## src/rtl/mem_port_arbiter_pkg.sv

```systemverilog
// Shared state encodings and requester ids for the unified-memory port arbiter.
package mem_port_arbiter_pkg;

  localparam logic [1:0] ARB_IDLE  = 2'd0;
  localparam logic [1:0] ARB_ISSUE = 2'd1;
  localparam logic [1:0] ARB_WAIT  = 2'd2;
  localparam logic [1:0] ARB_ACK   = 2'd3;

  localparam logic ARB_GNT_IF = 1'b0;
  localparam logic ARB_GNT_DM = 1'b1;

endpackage

```

## src/rtl/mem_port_arbiter.sv

```systemverilog
// Shares one fixed-latency single-port memory between the CPU fetch port and data port.
// One access in flight at a time; data has priority, bounded by a fetch starvation budget.
module mem_port_arbiter
  import mem_port_arbiter_pkg::*;
#(
  parameter int ADDR_W     = 32,
  parameter int DATA_W     = 32,
  parameter int MEM_LAT    = 1,
  parameter int STARVE_MAX = 4
) (
  input  logic              clock,
  input  logic              reset,
  input  logic              if_req,
  input  logic [ADDR_W-1:0] if_addr,
  output logic [DATA_W-1:0] if_rdata,
  output logic              if_ack,
  output logic              if_stall,
  input  logic              dm_req,
  input  logic              dm_we,
  input  logic [ADDR_W-1:0] dm_addr,
  input  logic [DATA_W-1:0] dm_wdata,
  output logic [DATA_W-1:0] dm_rdata,
  output logic              dm_ack,
  output logic              dm_stall,
  output logic              mem_en,
  output logic              mem_we,
  output logic [ADDR_W-1:0] mem_addr,
  output logic [DATA_W-1:0] mem_wdata,
  input  logic [DATA_W-1:0] mem_rdata,
  output logic              busy
);

  localparam int CNT_W = $clog2(MEM_LAT + 1);
  localparam int STK_W = $clog2(STARVE_MAX + 1);
  localparam logic [CNT_W-1:0] LAT_LOAD = CNT_W'(MEM_LAT);
  localparam logic [STK_W-1:0] STK_MAX  = STK_W'(STARVE_MAX);

  logic [1:0]        state_q, state_d;
  logic              gnt_q, gnt_d;
  logic              we_q, we_d;
  logic [ADDR_W-1:0] addr_q, addr_d;
  logic [DATA_W-1:0] wdata_q, wdata_d;
  logic [CNT_W-1:0]  cnt_q, cnt_d;
  logic [STK_W-1:0]  streak_q, streak_d;
  logic [DATA_W-1:0] if_rdata_q, if_rdata_d;
  logic [DATA_W-1:0] dm_rdata_q, dm_rdata_d;
  logic              if_ack_q, if_ack_d;
  logic              dm_ack_q, dm_ack_d;
  logic              mem_en_q, mem_en_d;
  logic              mem_we_q, mem_we_d;
  logic              busy_q, busy_d;
  logic              take_if_s;

  // Fetch wins only when data is idle or data has used up its starvation budget.
  assign take_if_s = if_req & (~dm_req | (streak_q == STK_MAX));

  // Next-state, grant latching, latency countdown and streak bookkeeping.
  always_comb begin
    state_d    = state_q;
    gnt_d      = gnt_q;
    we_d       = we_q;
    addr_d     = addr_q;
    wdata_d    = wdata_q;
    cnt_d      = cnt_q;
    streak_d   = streak_q;
    if_rdata_d = if_rdata_q;
    dm_rdata_d = dm_rdata_q;
    if_ack_d   = 1'b0;
    dm_ack_d   = 1'b0;
    mem_en_d   = 1'b0;
    mem_we_d   = 1'b0;
    case (state_q)
      ARB_IDLE: begin
        if (if_req | dm_req) begin
          state_d  = ARB_ISSUE;
          mem_en_d = 1'b1;
          if (take_if_s) begin
            gnt_d    = ARB_GNT_IF;
            addr_d   = if_addr;
            we_d     = 1'b0;
            streak_d = '0;
          end else begin
            gnt_d    = ARB_GNT_DM;
            addr_d   = dm_addr;
            we_d     = dm_we;
            wdata_d  = dm_wdata;
            mem_we_d = dm_we;
            if (if_req) begin
              if (streak_q != STK_MAX) begin
                streak_d = streak_q + STK_W'(1);
              end else begin
                streak_d = streak_q;
              end
            end else begin
              streak_d = '0;
            end
          end
        end else begin
          state_d = ARB_IDLE;
        end
      end
      ARB_ISSUE: begin
        state_d = ARB_WAIT;
        cnt_d   = LAT_LOAD;
      end
      ARB_WAIT: begin
        if (cnt_q == CNT_W'(1)) begin
          state_d = ARB_ACK;
          cnt_d   = '0;
          if (gnt_q == ARB_GNT_IF) begin
            if_rdata_d = mem_rdata;
            if_ack_d   = 1'b1;
          end else begin
            dm_ack_d = 1'b1;
            if (!we_q) begin
              dm_rdata_d = mem_rdata;
            end else begin
              dm_rdata_d = dm_rdata_q;
            end
          end
        end else begin
          cnt_d = cnt_q - CNT_W'(1);
        end
      end
      ARB_ACK: begin
        state_d = ARB_IDLE;
      end
      default: begin
        state_d = ARB_IDLE;
      end
    endcase
    busy_d = (state_d != ARB_IDLE);
  end

  // State and output registers; reset abandons any in-flight access.
  always_ff @(posedge clock or negedge reset) begin
    if (!reset) begin
      state_q    <= ARB_IDLE;
      gnt_q      <= ARB_GNT_IF;
      we_q       <= 1'b0;
      addr_q     <= '0;
      wdata_q    <= '0;
      cnt_q      <= '0;
      streak_q   <= '0;
      if_rdata_q <= '0;
      dm_rdata_q <= '0;
      if_ack_q   <= 1'b0;
      dm_ack_q   <= 1'b0;
      mem_en_q   <= 1'b0;
      mem_we_q   <= 1'b0;
      busy_q     <= 1'b0;
    end else begin
      state_q    <= state_d;
      gnt_q      <= gnt_d;
      we_q       <= we_d;
      addr_q     <= addr_d;
      wdata_q    <= wdata_d;
      cnt_q      <= cnt_d;
      streak_q   <= streak_d;
      if_rdata_q <= if_rdata_d;
      dm_rdata_q <= dm_rdata_d;
      if_ack_q   <= if_ack_d;
      dm_ack_q   <= dm_ack_d;
      mem_en_q   <= mem_en_d;
      mem_we_q   <= mem_we_d;
      busy_q     <= busy_d;
    end
  end

  assign if_rdata  = if_rdata_q;
  assign if_ack    = if_ack_q;
  assign if_stall  = if_req & ~if_ack_q;
  assign dm_rdata  = dm_rdata_q;
  assign dm_ack    = dm_ack_q;
  assign dm_stall  = dm_req & ~dm_ack_q;
  assign mem_en    = mem_en_q;
  assign mem_we    = mem_we_q;
  assign mem_addr  = addr_q;
  assign mem_wdata = wdata_q;
  assign busy      = busy_q;

endmodule

```

## config.mk

```make
export PLATFORM = sky130hd
export DESIGN_NAME = mem_port_arbiter
export DESIGN_NICKNAME = d
export VERILOG_FILES = /design/src/rtl/mem_port_arbiter_pkg.sv /design/src/rtl/mem_port_arbiter.sv
export SDC_FILE = /design/constraint.sdc
export NUM_CORES = 1
export LEC_CHECK = 0
export CELL_PAD_IN_SITES_DETAIL_PLACEMENT = 0
export CELL_PAD_IN_SITES_GLOBAL_PLACEMENT = 2
export CORE_UTILIZATION = 24
export DETAILED_ROUTE_END_ITERATION = 16
export MAX_ROUTING_LAYER = met4
export PLACE_DENSITY = 0.85
export SLEW_MARGIN = 30
export SYNTH_ARGS = -nofsm -noshare
export SYNTH_HDL_FRONTEND = slang
export SYNTH_SLANG_ARGS = --single-unit
```

## constraint.sdc

```tcl
create_clock -name clock -period 1.79 [get_ports clock]
set_clock_uncertainty 0.05 [all_clocks]
set_input_delay 0.358 -clock clock [delete_from_list [all_inputs] [get_ports clock]]
set_output_delay 0.358 -clock clock [all_outputs]
set_load 0.005 [all_outputs]
```

# --- After elaboration in Yosys (flattened, before gate mapping) ---
# Cells that the tools add are included.
op_classes:
  reduce_logical: 8
  n_eq_ne: 6
  mux: 21
  add_sub_neg: 2
  n_bitwise: 11
ops:
  columns: ["op", "count"]
  rows:
  - ["$mux W32", 1]
  - ["$mux W1", 14]
  - ["$mux W3", 3]
  - ["$reduce_and A3 Y1", 3]
  - ["$pmux W2 S4", 1]
  - ["$not A1 Y1", 6]
  - ["$eq A2 B2 Y1 const B", 2]
  - ["$reduce_and A4 Y1", 1]
  - ["$reduce_bool A2 Y1", 2]
  - ["$add A3 B1 Y3 const B", 1]
  - ["$and A1 B1 Y1", 3]
  - ["$eq A3 B3 Y1 const B", 1]
  - ["$ne A3 B1 Y1 const B", 1]
  - ["$ne A3 B3 Y1 const B", 1]
  - ["$eq A2 B1 Y1 const B", 1]
  - ["$logic_not A2 Y1", 1]
  - ["$mux W2", 1]
  - ["$or A1 B1 Y1", 2]
  - ["$pmux W1 S2", 1]
  - ["$reduce_and A2 Y1", 1]
  - ["$sub A1 B1 Y1 const B", 1]
word_totals:
  regBits: 141
  output_inout_bits: 135

# --- Longest topological paths before layout ---
# Gate-level depths: netlist of run 1.
logic_depth:
  depth_word: 6
  depth_mapped: 8

# --- Worst setup path before layout of run 1 ---
# No wires, ideal clock.
synth_path:
  path_kind: "reg-to-reg"
  start: "register state_q[0]"
  end: "register wdata_q[10], in the netlist mem_wdata[10]"
  stages_incl_launch_ff: 8
  arrival_ns: 1.599
  slack_ns: 0.016
  synth_period_minus_slack_ns: 1.774
  required_ns: 1.615
  path_cell_list: "dfrtp_1 > inv_1 > ha_1 > buf_4 > nand2_1 > a31oi_4 > buf_6 > mux2_4"
synth_via:
  elab_chain_cells: 2
synth_lines:
  columns: ["item", "line_no", "source"]
  rows:
  - ["start, declared", "mem_port_arbiter.sv:38", "logic [1:0] state_q, state_d;"]
  - ["start signal, assigned", "mem_port_arbiter.sv:153", "state_q <= state_d;"]
  - ["$logic_not A2 Y1", "mem_port_arbiter.sv:72", "case (state_q)"]
  - ["$reduce_and A3 Y1 (no source line)", null, null]
  - ["end signal, assigned", "mem_port_arbiter.sv:157", "wdata_q <= wdata_d;"]
  - ["end, declared", "mem_port_arbiter.sv:42", "logic [DATA_W-1:0] wdata_q, wdata_d;"]
# Every way passes these cells.
# A chain may end at the register's enable or synchronous reset.

# --- Worst setup path in the final report of run 1 ---
layout_path:
  start: "register state_q[1]"
  end: "register wdata_q[6], in the netlist mem_wdata[6]"
# Same word-level chain as after synthesis.

==> results.json, run 1 <==
{
  "htree_num_levels": 4,
  "ys_warn_count": 0,
  "ios": 268,
  "total_leakage_power_nw": 4.17,
  "clk_latency_ns": 0.41,
  "cp_slowest_stage_delay_ns": 0.39,
  "core_region_area_sq_um": 24400,
  "fmax_mhz": 576,
  "antenna_found_initial": 0,
  "finalHoldWorstSlack_ns": 0.355,
  "syn-num-nets": 572,
  "fin_setup_tns_ns": 0,
  "async_flop_share_pct": 100,
  "root_buffer": "clkbuf_16",
  "hold_viol": 0,
  "sw_frac_of_total_pct": 28.9,
  "clkTransAtPathRegs_ns": 0.07,
  "die_h_um": 160,
  "yosysSeqAreaShare_pct": 58.9,
  "wl_mm": 17.3,
  "grt_pass1_wl_mm": 26.4,
  "outcome": "finished, final reports clean",
  "min_period_over_period_pct": 97.0,
  "maxCapViolCount": 0,
  "endpoint_kind": "register",
  "drive_gt1_share_pct": 26.5,
  "cts.sinks": 141,
  "synth_cell_types": 33,
  "power_switching_w": 0.00501,
  "cts_made_buffers": 17,
  "synth_area_per_cell_sq_um": 13.8,
  "detail-route-antenna-nets": 0,
  "internal_power_w": 0.0123,
  "start_util_pct": 24.5,
  "slew_viol_final": 0,
  "rows": 57,
  "period_minus_slack_ns": 1.74,
  "power_frac_comb_pct": 44.9,
  "relSlewSlack_pct": 75.6,
  "postSynthCellCount": 434,
  "grt_max_degree": 42,
  "dp_hpwl_mm": 12.1,
  "gp_congestion": 0.748,
  "tightest_slew_ns": 0.366,
  "reg2reg_from": "state_q[1]$_DFF_PN0_",
  "antenna_cells": 0,
  "ir_drop_v": 0.000634,
  "area_growth_syn_to_layout_pct": 66.1,
  "clock_path_buffers": 2,
  "yosys_register_bits": 141,
  "cts_tree": "yes",
  "worst_r2r_path_depth": 6,
  "die_area_sq_um": 25600,
  "r2r_end": "mem_wdata[6]$_DFFE_PN0P_",
  "vias": 4552,
  "cp.arrival_ns": 1.98,
  "layout.nets": 858,
  "dr.pass1.iters": 4,
  "netlist_area_sq_um": 5990,
  "grt-ovfl-total": 0,
  "path_max_fanout": 8,
  "crit_type": "register to register",
  "routed_via_density": 4.31,
  "cp_data_required_time_ns": 2.03,
  "synthFlopType": "dfrtp_1",
  "path_cells": "inv_2, ha_4, nand2_4, a31oi_4, clkbuf_16, mux2_4",
  "r2r_setup_slack_ns": 0.05,
  "seqPwrFrac_pct": 32.5,
  "drc": 0,
  "place_area_sq_um": 9200,
  "setup_viol": 0,
  "grt_setup_unrepaired": "yes",
  "clockPowerShare_pct": 22.6,
  "final_area_sq_um": 9950,
  "power_density_nw_per_um2": 1740,
  "cpMaxStageDelayCell": "dfrtp_1",
  "min_path_type": "input pin to asynchronous set/reset pin",
  "grt_pass1_vias": 4627,
  "synth_enable_flop_cells": 0,
  "wl_per_cell_um": 16.4,
  "io_buffer_count": 267,
  "grt_util_all_layers_pct": 13.8,
  "start_kind": "register",
  "die_x_um": 160,
  "drtIter0Drc": 207
}
## worst max-delay path by stage
stage                     slack [ns]                      start                        end
final                           0.05       state_q[1]$_DFF_PN0_   mem_wdata[6]$_DFFE_PN0P_
after global routing           -0.03       state_q[1]$_DFF_PN0_   mem_wdata[6]$_DFFE_PN0P_
after CTS                       0.01  mem_wdata[12]$_DFFE_PN0P_              mem_wdata[12]
after detailed placement       -0.38                     if_req                   if_stall
after global placement         -0.41                     if_req                   if_stall
after floorplan                 0.02       state_q[0]$_DFF_PN0_  mem_wdata[10]$_DFFE_PN0P_
## power by group through the flow
stage                     Clock [W]  Sequential, W  Combinational, W
after global placement            0        0.00566           0.00760
final                       0.00393        0.00563           0.00778
after global routing        0.00418        0.00586           0.00833
after floorplan                   0        0.00573           0.00317
after detailed placement          0        0.00567           0.00768
after CTS                   0.00405        0.00565           0.00769
## layout make-up
type | count | area, sq um
Clock inverter | 12 | 211
Multi-Input combinational cell | 256 | 2270
Sequential cell | 141 | 3530
Fill cell | 2380 | 14400
Inverter | 6 | 22.5
Timing Repair Buffer | 298 | 3070
Clock buffer | 19 | 433
Tap cell | 324 | 405
## state kept, by name, indices dropped and copies added, names as in the netlist
signal     count
mem_addr      32
if_ack         1
state_q        2
dm_ack         1
mem_en         1
busy           1
gnt_q          1
cnt_q          1
we_q           1
streak_q       3
dm_rdata      32
mem_wdata     32
if_rdata      32
mem_we         1
## timing repair
| item | in CTS | in global routing |
|---|---|---|
| hold buffers | 1 | 0 |
| buffers inserted | 0 | 0 |
| pin swaps | 0 | 2 |
| resized for setup | 6 | 11 |
| endpoints found under the setup margin | 2 | 24 |
| gates cloned | 0 | 3 |
| endpoints found under the hold margin | 27 | 0 |
## critical path: cells and delay by family (launching register included)
kind / cells / cell delay [ns]
flip-flops: 1 / 0.39
buffers and inverters: 2 / 0.34
AO/OA/AOI/OAI: 1 / 0.33
multiplexers: 1 / 0.30
adder cells (fa/ha/maj): 1 / 0.15
AND/OR/NAND/NOR: 1 / 0.05
## cell usage in the layout, fill, tap and decap left out, drive strengths merged, types with 3 or more instances in the layout
| cell type | instances |
|---|---|
| buf | 29 |
| bufinv | 5 |
| clkbuf | 21 |
| clkdlybuf4s50 | 262 |
| clkinv | 4 |
| dfrtp | 141 |
| dlygate4sd2 | 3 |
| ha | 5 |
| inv | 9 |
| mux2 | 96 |
| nand2 | 66 |
| nand4 | 32 |
| o211ai | 32 |
| o21ai | 4 |
## synthesized netlist by cell type, drive strengths merged, types with 2 or more instances
cell      n  area, sq um
buf      17          150
clkbuf   14         52.6
nand3     2         10.0
nand4    32          200
mux2     96         1160
nand2b    2         12.5
nand2    66          248
o21ai     4         23.8
nor2b     2         12.5
ha        5         62.6
o211ai   32          385
o22ai     2         12.5
and2      2         12.5
inv       6         22.5
dfrtp   141         3530
## metrics by stage
stage / std cells / util [%] / setup slack, ns / total power [W]
after detailed placement: 1021 / 37.7 / -0.381 / 0.0134
final: 1056 / 40.8 / 0.0536 / 0.0173
after global routing: 1056 / 40.8 / -0.0304 / 0.0184
after global placement: 1021 / 37.7 / -0.406 / 0.0133
after CTS: 1053 / 40.4 / 0.0150 / 0.0174
after floorplan: 434 / - / 0.0161 / 0.00890
## layer usage
layer  vias up  wire length, um  GRT usage [%]
met5         -                0              -
met4         0              159           4.11
met3        11             1110           3.84
met2       166             8320           21.3
met1      2264             7730           17.5
li1       2111                -              -
## logic make-up after synthesis
logic type / Yosys count / synth area share (%)
buffers and inverters: 37 / 3.76
and+or+nand+nor: 110 / 8.67
adders and majority gates: 5 / 1.04
AOI/OAI and AO/OA: 45 / 8.28
muxes: 96 / 19.3
DFF: 141 / 58.9
Power figures use the tool's default switching activity.
==> inputs of run 2 (changes only) <==
--- a/config.mk
+++ b/config.mk
@@ -9,6 +9,7 @@
 export CELL_PAD_IN_SITES_GLOBAL_PLACEMENT = 2
 export CORE_UTILIZATION = 24
 export DETAILED_ROUTE_END_ITERATION = 16
+export GPL_ROUTABILITY_DRIVEN = 0
 export MAX_ROUTING_LAYER = met4
 export PLACE_DENSITY = 0.85
 export SLEW_MARGIN = 30
==> results of run 2 <==
The final DEF is identical to that of run 1; final timing and power are the same.
==> inputs of run 3 (changes only) <==
--- a/config.mk
+++ b/config.mk
@@ -12,7 +12,7 @@
 export GPL_ROUTABILITY_DRIVEN = 0
 export MAX_ROUTING_LAYER = met4
 export PLACE_DENSITY = 0.85
-export SLEW_MARGIN = 30
+export SLEW_MARGIN = 20
 export SYNTH_ARGS = -nofsm -noshare
 export SYNTH_HDL_FRONTEND = slang
 export SYNTH_SLANG_ARGS = --single-unit
==> results of run 3 <==
The final DEF is identical to that of run 1; final timing and power are the same.
